### src/rtl/eq_mixer.sv
// -----------------------------------------------------------------------------
// eq_mixer
//
// Stereo graphic-EQ mixer. A set of NUM_BANDS band samples per channel is
// weighted by per-band gains (POT), summed, and scaled by a master volume.
// One band term per channel is accumulated per clock, so a set takes
// NUM_BANDS cycles of accumulation plus one volume cycle.
//
// Gain/volume codes are unsigned; code 2^(GW-1) is unity gain, 0 is mute.
//
// Handshake: smpl_vld is a single-cycle "take this set" pulse with no ready
// signal. A pulse is accepted only when the FSM is IDLE (busy=0); a pulse
// seen while busy=1 is dropped and latches the sticky ovr flag. Results
// appear as a one-cycle out_vld strobe, and aud_out_* hold their value
// between strobes.
//
// Ports:
//   clk, rst          - clock, synchronous active-high reset
//   smpl_vld          - new stereo band set present this cycle
//   lft_bands         - left band samples, band k at [k*DW +: DW] (signed)
//   rght_bands        - right band samples, same packing (signed)
//   POT               - per-band gains, band k at [k*GW +: GW] (unsigned)
//   VOLUME            - master volume (unsigned)
//   aud_out_lft/rght  - mixed output samples (signed)
//   out_vld           - one-cycle strobe, new aud_out_* valid
//   busy              - high while a set is being processed (state != IDLE)
//   ovr               - sticky overrun: a set arrived while busy
//
// Build option:
//   EQ_MIXER_SAT_EN   - when defined, the volume-scaled result clamps to the
//                       DW-bit signed range; otherwise it wraps (low DW bits).
// -----------------------------------------------------------------------------
module eq_mixer #(
    parameter int NUM_BANDS = 5,
    parameter int DW        = 16,
    parameter int GW        = 12
) (
    input  logic                    clk,
    input  logic                    rst,
    input  logic                    smpl_vld,
    input  logic [NUM_BANDS*DW-1:0] lft_bands,
    input  logic [NUM_BANDS*DW-1:0] rght_bands,
    input  logic [NUM_BANDS*GW-1:0] POT,
    input  logic [GW-1:0]           VOLUME,
    output logic [DW-1:0]           aud_out_lft,
    output logic [DW-1:0]           aud_out_rght,
    output logic                    out_vld,
    output logic                    busy,
    output logic                    ovr
);

    localparam int KW = $clog2(NUM_BANDS);
    // Accumulator is wide enough for NUM_BANDS worst-case terms plus sign.
    localparam int AW = DW + GW + $clog2(NUM_BANDS) + 1;
    localparam int PW = DW + GW + 1;   // band * {0,POT} product width
    localparam int YW = AW + GW + 1;   // acc * {0,VOLUME} product width
    localparam logic [KW-1:0] LAST_K = KW'(NUM_BANDS - 1);

    typedef enum logic [1:0] {
        IDLE  = 2'd0,
        ACCUM = 2'd1,
        VOL   = 2'd2
    } state_t;

    state_t r_state;
    state_t w_next;

    logic [NUM_BANDS*DW-1:0] r_lft;
    logic [NUM_BANDS*DW-1:0] r_rght;
    logic [NUM_BANDS*GW-1:0] r_pot;
    logic [GW-1:0]           r_vol;
    logic [KW-1:0]           r_k;
    logic signed [AW-1:0]    r_acc_l;
    logic signed [AW-1:0]    r_acc_r;
    logic [DW-1:0]           r_out_l;
    logic [DW-1:0]           r_out_r;
    logic                    r_out_vld;
    logic                    r_ovr;

    logic signed [DW-1:0]    w_band_l;
    logic signed [DW-1:0]    w_band_r;
    logic [GW-1:0]           w_pot;
    logic signed [GW:0]      w_pot_s;
    logic signed [PW-1:0]    w_prod_l;
    logic signed [PW-1:0]    w_prod_r;
    logic signed [PW-1:0]    w_term_l;
    logic signed [PW-1:0]    w_term_r;
    logic signed [AW-1:0]    w_term_ext_l;
    logic signed [AW-1:0]    w_term_ext_r;
    logic signed [GW:0]      w_vol_s;
    logic signed [YW-1:0]    w_yfull_l;
    logic signed [YW-1:0]    w_yfull_r;
    logic signed [YW-1:0]    w_y_l;
    logic signed [YW-1:0]    w_y_r;
    logic [DW-1:0]           w_red_l;
    logic [DW-1:0]           w_red_r;

    // ---------------- FSM ----------------
    always_ff @(posedge clk) begin
        if (rst) begin
            r_state <= IDLE;
        end else begin
            r_state <= w_next;
        end
    end

    always_comb begin
        w_next = r_state;
        case (r_state)
            IDLE:    if (smpl_vld) w_next = ACCUM;
            ACCUM:   if (r_k == LAST_K) w_next = VOL;
            VOL:     w_next = IDLE;
            default: w_next = IDLE;
        endcase
    end

    // ---------------- band select and per-band term ----------------
    always_comb begin
        w_band_l = '0;
        w_band_r = '0;
        w_pot    = '0;
        for (int i = 0; i < NUM_BANDS; i++) begin
            if (r_k == KW'(i)) begin
                w_band_l = r_lft[i*DW +: DW];
                w_band_r = r_rght[i*DW +: DW];
                w_pot    = r_pot[i*GW +: GW];
            end
        end
    end

    // Gains are unsigned; a zero MSB makes them non-negative signed operands.
    assign w_pot_s  = {1'b0, w_pot};
    assign w_prod_l = w_band_l * w_pot_s;
    assign w_prod_r = w_band_r * w_pot_s;
    // Arithmetic shift gives floor division by the unity code.
    assign w_term_l = w_prod_l >>> (GW - 1);
    assign w_term_r = w_prod_r >>> (GW - 1);
    assign w_term_ext_l = {{(AW - PW){w_term_l[PW-1]}}, w_term_l};
    assign w_term_ext_r = {{(AW - PW){w_term_r[PW-1]}}, w_term_r};

    // ---------------- volume scaling and output reduction ----------------
    assign w_vol_s   = {1'b0, r_vol};
    assign w_yfull_l = r_acc_l * w_vol_s;
    assign w_yfull_r = r_acc_r * w_vol_s;
    assign w_y_l     = w_yfull_l >>> (GW - 1);
    assign w_y_r     = w_yfull_r >>> (GW - 1);

`ifdef EQ_MIXER_SAT_EN
    localparam logic signed [YW-1:0] SAT_MAX = {{(YW - DW + 1){1'b0}}, {(DW - 1){1'b1}}};
    localparam logic signed [YW-1:0] SAT_MIN = {{(YW - DW + 1){1'b1}}, {(DW - 1){1'b0}}};

    always_comb begin
        w_red_l = w_y_l[DW-1:0];
        w_red_r = w_y_r[DW-1:0];
        if (w_y_l > SAT_MAX) w_red_l = SAT_MAX[DW-1:0];
        else if (w_y_l < SAT_MIN) w_red_l = SAT_MIN[DW-1:0];
        if (w_y_r > SAT_MAX) w_red_r = SAT_MAX[DW-1:0];
        else if (w_y_r < SAT_MIN) w_red_r = SAT_MIN[DW-1:0];
    end
`else
    logic w_unused_y;
    // Wrap mode keeps only the low DW bits; the upper bits are dropped on purpose.
    assign w_unused_y = ^{w_y_l[YW-1:DW], w_y_r[YW-1:DW]};
    assign w_red_l    = w_y_l[DW-1:0];
    assign w_red_r    = w_y_r[DW-1:0];
`endif

    // ---------------- datapath registers ----------------
    always_ff @(posedge clk) begin
        if (rst) begin
            r_lft     <= '0;
            r_rght    <= '0;
            r_pot     <= '0;
            r_vol     <= '0;
            r_k       <= '0;
            r_acc_l   <= '0;
            r_acc_r   <= '0;
            r_out_l   <= '0;
            r_out_r   <= '0;
            r_out_vld <= 1'b0;
            r_ovr     <= 1'b0;
        end else begin
            r_out_vld <= 1'b0;
            // A set arriving mid-computation is dropped; only the flag records it.
            if (smpl_vld && (r_state != IDLE)) begin
                r_ovr <= 1'b1;
            end
            case (r_state)
                IDLE: begin
                    if (smpl_vld) begin
                        r_lft   <= lft_bands;
                        r_rght  <= rght_bands;
                        r_pot   <= POT;
                        r_vol   <= VOLUME;
                        r_acc_l <= '0;
                        r_acc_r <= '0;
                        r_k     <= '0;
                    end
                end
                ACCUM: begin
                    r_acc_l <= r_acc_l + w_term_ext_l;
                    r_acc_r <= r_acc_r + w_term_ext_r;
                    // Wrap k on the last band so it never indexes past NUM_BANDS-1.
                    if (r_k == LAST_K) r_k <= '0;
                    else               r_k <= r_k + KW'(1);
                end
                VOL: begin
                    r_out_l   <= w_red_l;
                    r_out_r   <= w_red_r;
                    r_out_vld <= 1'b1;
                end
                default: ;
            endcase
        end
    end

    assign aud_out_lft  = r_out_l;
    assign aud_out_rght = r_out_r;
    assign out_vld      = r_out_vld;
    assign busy         = (r_state != IDLE);
    assign ovr          = r_ovr;

endmodule

### config.mk
export PLATFORM = sky130hd
export DESIGN_NAME = eq_mixer
export DESIGN_NICKNAME = d
export VERILOG_FILES = /design/src/rtl/eq_mixer.sv
export SDC_FILE = /design/constraint.sdc
export NUM_CORES = 2
export LEC_CHECK = 0
export CORE_ASPECT_RATIO = 0.7
export CORE_MARGIN = 1
export CORE_UTILIZATION = 56
export CTS_BUF_LIST = sky130_fd_sc_hd__clkbuf_4 sky130_fd_sc_hd__clkbuf_8 sky130_fd_sc_hd__clkbuf_16
export DETAILED_ROUTE_END_ITERATION = 16
export GPL_ROUTABILITY_DRIVEN = 0
export PLACE_DENSITY = 0.8
export SYNTH_ARGS = -nofsm -noshare
export SYNTH_HDL_FRONTEND = slang
export SYNTH_SLANG_ARGS = --single-unit
### constraint.sdc
create_clock -name clk -period 9.5 [get_ports clk]
set_input_delay 1.9 -clock clk [delete_from_list [all_inputs] [get_ports clk]]
set_output_delay 1.9 -clock clk [all_outputs]
set_load 0.03 [all_outputs]
# [Word level (Yosys, flattened, before mapping)]
# Cells that the tools add are included.
[word_totals] out_inout_bits=35 wordCells=60 in_bits=235 ff_bits=335
[classes] eq_ne=8 mux=25 n_reduce_logical=8 addsub=3 mul=4
[ops] cell="16-bit 2-to-1 mux" n=10
[ops] cell="32-bit case mux with 2 select lines" n=2
[ops] cell="32-bit by 18-bit adder with 32-bit output" n=2
[ops] cell="32-bit by 13-bit multiplier with 27-bit output" n=2
[ops] cell="12-bit 2-to-1 mux" n=5
[ops] cell="16-bit by 13-bit multiplier with 29-bit output" n=2
[ops] cell="32-bit 2-to-1 mux" n=1
[ops] cell="3-bit by 2-bit == test with 1-bit output (second input constant)" n=2
[ops] cell="3-bit 2-to-1 mux" n=2
[ops] cell="3-bit case mux with 2 select lines" n=1
[ops] cell="2-bit AND reduction" n=3
[ops] cell="2-bit 2-to-1 mux" n=2
[ops] cell="2-bit != test (second input constant)" n=2
[ops] cell="2-bit case mux with 2 select lines" n=1
[ops] cell="2-bit nonzero test" n=2
[ops] cell="3-bit by 1-bit adder with 3-bit output (second input constant)" n=1
[ops] cell="3-bit by 1-bit == test with 1-bit output (second input constant)" n=1
[ops] cell="3-bit == test (second input constant)" n=1
[ops] cell="3-bit logical NOT" n=1
[ops] cell="2-bit by 1-bit == test with 1-bit output (second input constant)" n=1
[ops] cell="2-bit == test (second input constant)" n=1
[ops] cell="2-bit logical NOT" n=1
[ops] cell="1-bit logical AND" n=1
[ops] cell="1-bit 2-to-1 mux" n=1

# [Depth between registers and ports, before layout]
[logic_depth] ltp_word=9 depth_mapped=44 mapped_depth_nobuf=40

# [Least setup slack after synthesis]
# Ideal clock, no wire load.
[synth_path] path_kind="register to register" startpoint="register r_k[0]" endpoint="register r_acc_r[26]" synth_period_minus_slack_ns=9.424 setup_slack_ns=0.076 setup_time_ns=0.120 path_stages_with_launch=41 arrival_time_ns=9.304 path_buffers=4 t_required_ns=9.380 cell_sequence="dfxtp_1 -> inv_1 -> ha_1 -> clkbuf_1 -> nor3b_1 -> clkbuf_1 -> a221oi_1 -> nor3_1 -> a21oi_1 -> o21ai_0 -> clkbuf_1 -> clkbuf_1 -> nand2_1 -> fa_1 -> inv_1 -> fa_1 -> fa_1 -> fa_1 -> [... 5 more ...] -> a211o_1 -> a31oi_1 -> nand4_1 -> a21o_1 -> nor2_1 -> nor2_1 -> xnor2_1 -> ha_1 -> a21o_1 -> a211o_1 -> a211o_1 -> a2bb2oi_1 -> o21a_1 -> o311a_1 -> o2111a_1 -> o31a_1 -> o211a_1 -> a211o_1"
[synth_via] elab_chain_len=9 elab_cells_between_ends=18 classes_between="add/sub: 1; mul: 1; eq/ne: 4; mux: 11; reduce/logical: 1"
[synth_rtl] item="start, declared" line="72" source="logic [KW-1:0] r_k;"
[synth_rtl] item="start signal, assigned" line="205" source="else r_k <= r_k + KW'(1);"
[synth_rtl] item="3-bit logical NOT" line="123" source="if (r_k == KW'(i)) begin"
[synth_rtl] item="16-bit 2-to-1 mux / 12-bit 2-to-1 mux (equally long branches) (5 in a row)" line="123"
[synth_rtl] item="16-bit by 13-bit multiplier with 29-bit output *" line="134" source="assign w_prod_r = w_band_r * w_pot_s;"
[synth_rtl] item="32-bit by 18-bit adder with 32-bit output *" line="202" source="r_acc_r <= r_acc_r + w_term_ext_r;"
[synth_rtl] item="32-bit case mux with 2 select lines *" line="188" source="case (r_state)"
[synth_rtl] item="end signal, assigned" line="202"
[synth_rtl] item="end, declared" line="74" source="logic signed [AW-1:0] r_acc_r;"
# Mark *: on every way between the ends. The rest lies on a longest branch, timed or not.
# A chain may end at the register's enable or synchronous reset.

# [Worst setup path after layout]
# Ends and elaborated chain as after synthesis.

==> flow_summary.json <==
{
  "num_vias": 37700,
  "layout.cells.non_filler": 6638,
  "drt-total-wl_um": 125000,
  "finalMaxSlewViolations": 0,
  "core_mm2": 0.0759,
  "dp_hpwl_um": 95600,
  "postRouteAntennaNets": 0,
  "power_mw": 5.38,
  "layout-drive-gt1-share_pct": 8.07,
  "chipHeight_um": 235,
  "critPathMaxFanout": 10,
  "cts.path.max_buffers": 3,
  "synth_edf_count": 0,
  "postCtsHoldBufs": 0,
  "powerDensity_mw_per_mm2": 107,
  "synth.distinct_cells": 62,
  "grt_overflow": 0,
  "worst_slew_pin_slew_ps": 1220,
  "final.min_clock_period_ps": 9350,
  "r2r_cells": 34,
  "cp.depth": 34,
  "synth-seq-area-share_pct": 15.0,
  "final_cell_mix": "nand2_1, inv_1, fa_1, a21oi_1",
  "async_reset_ff_share_pct": 0,
  "grt_use_met1_pct": 43.8,
  "io_buffers": 269,
  "syn_nets": 6588,
  "syn-cell-area_mm2": 0.0434,
  "cts_buffers": 36,
  "synthCells": 5320,
  "fillCellCount": 5928,
  "finalHoldViolCount": 0,
  "root_buffer": "clkbuf_16",
  "syn_to_final_growth_pct": 16.3,
  "relSlewSlack_pct": 18.1,
  "grt_pass1_vias": 36600,
  "p_leak_nw": 24.3,
  "hold_slack_ps": 452,
  "criticalPathCategory": "reg2reg",
  "cts_tree": "built",
  "worstSetupEndpointType": "register",
  "crit_top_cell": "fa_1",
  "fin_crit_sh_pct": 98.4,
  "path_buf_inv": 6,
  "track_usage_pct": 30.9,
  "rsz0062_at_grt": "yes",
  "drtPass1Iterations": 9,
  "reg2reg_to": "r_acc_r[26]",
  "drt_iter0_drc": 4033,
  "ir_drop_mv": 0.134,
  "grt_pass1_wl_um": 193000,
  "die_w_um": 335,
  "crit_arrival_ps": 9840,
  "h-tree-depth": 2,
  "layout.nets": 6846,
  "global_route.usage.met3_pct": 7.12,
  "dp.cells": 6525,
  "clock_skew_ps": 40.7,
  "worstSkewPairLatency_ps": 600,
  "max_freq_mhz": 107,
  "whs_path_depth": 2,
  "grt_util_met2_pct": 47.0,
  "crit_slowest_cell": "fa_1",
  "cts_sinks": 325,
  "layout_commonest_cell": "nand2_1",
  "die_area_mm2": 0.0786,
  "critPathLaunchType": "register",
  "r2r_setup_slack_ps": 150,
  "via_per_inst": 5.68,
  "rows": 84,
  "setup_viol_count_final": 0,
  "ys.flop_type": "dfxtp_1",
  "cp-startpoint": "r_k[0]",
  "drv_cap": 0,
  "route.detailed.drc": 0,
  "antenna_found_initial": 5,
  "worstReg2RegStart": "r_k[0]",
  "hold_path.class": "reg2reg",
  "cp.required_ps": 9990,
  "postSynthAreaPerCell_um2": 8.15,
  "clkTransAtPathRegs_ps": 70,
  "grt_max_degree": 228,
  "wl_per_cell_um": 18.8,
  "critPathTopFamily": "adder cells",
  "crit_end": "r_acc_r[26]",
  "synth_seq_cells": 325,
  "grt-busiest-layer": "met2",
  "max_stage_delay_ps": 600,
  "num_io_pins": 270,
  "status": "complete, no violations",
  "yosys_warnings": 0,
  "start_util_pct": 57.2
}
[state kept, by name, indices dropped and copies added, names as in the netlist, 2 cells and up]
signal,cells
r_lft,80
r_rght,80
r_pot,60
r_acc_l,27
r_acc_r,27
aud_out_lft,16
aud_out_rght,16
r_vol,12
r_k,3
r_state,2
[kinds of logic after synthesis]
logic type / count (synthesis) / share of synthesized area (%)
muxes: 1 / 0.0231
DFF: 325 / 15.0
and+or+nand+nor: 1873 / 18.8
adders and majority gates: 1033 / 42.4
xor gates and xnor gates: 140 / 2.83
buffers and inverters: 1173 / 10.2
AOI/OAI and AO/OA: 775 / 10.7
[cell usage after synthesis (all sizes together) (18+ instances only)]
master	count	share of area [%]
a31oi	18	0.26
o21ai	76	0.88
a21o	85	1.5
nor2b	24	0.35
and2	235	3.4
dfxtp	325	15
o21a	23	0.40
nand2b	38	0.55
nand2	1055	9.1
inv	897	7.8
nand3	51	0.59
xor2	43	0.87
buf	25	0.22
ha	303	8.7
a21oi	434	5.0
clkbuf	251	2.2
nor3	70	0.82
fa	730	34
nor2	324	2.8
xnor2	97	2.0
a221oi	38	0.77
[worst min path at each step]
stage | slack (ps) | from | end
2_1_floorplan | 430 | r_lft[32] | r_lft[32]
5_1_grt | 470 | r_lft[35] | r_lft[35]
3_3_place_gp | 440 | r_lft[32] | r_lft[32]
3_5_place_dp | 440 | aud_out_lft[11] | aud_out_lft[11]
6_report | 450 | aud_out_lft[11] | aud_out_lft[11]
4_1_cts | 450 | aud_out_lft[11] | aud_out_lft[11]
[tightest hold or removal path, stage by stage (launching register included)]
cell	delay (ps)
dfxtp_1	310
nand2_1	50
a21oi_1	50
[power by group]
part	total (mW)	switching (mW)	internal, mW
Sequential	1.61	0.160	1.45
Combinational	2.22	1.29	0.931
Clock	1.55	0.678	0.872
[metal layers]
metal  wire length, um  vias to the layer above  part of all wire [%]
met4              4330                        4                   3.5
li1                  -                    16900                     -
met5                22                        -                 0.018
met1             50400                    18500                    40
met3             14400                      326                    12
met2             55600                     2003                    45
[final cells by class]
type,instances,area [um^2],share of cell area (%)
sequential,325,6520,12.9
clock inverter,15,229,0.454
clock buffer,49,1050,2.08
timing repair buffer,496,4670,9.25
multi-input combinational,3822,33300,66.1
inverter,897,3370,6.67
tap,1032,1290,2.56
antenna,2,5.00,0.00992
[metrics by stage]
stage	setup TNS [ps]	area (um^2)	setup WS, ps	utilization (%)
final	0	50500	148	66.5
after global routing	-639	50500	-166	66.5
after CTS	0	49300	16.1	65.0
after detailed placement	-507	47800	-146	63.1
after global placement	-3.15	47800	-3.15	63.1
after floorplan	0	43400	76.2	-
[timing repair]
item                       CTS  global route
buffers inserted             8            35
gates cloned                 0             4
setup endpoints to repair    7            25
resized for setup           18           175
pin swaps                    1            54
(Power assumes the default switching activity.)
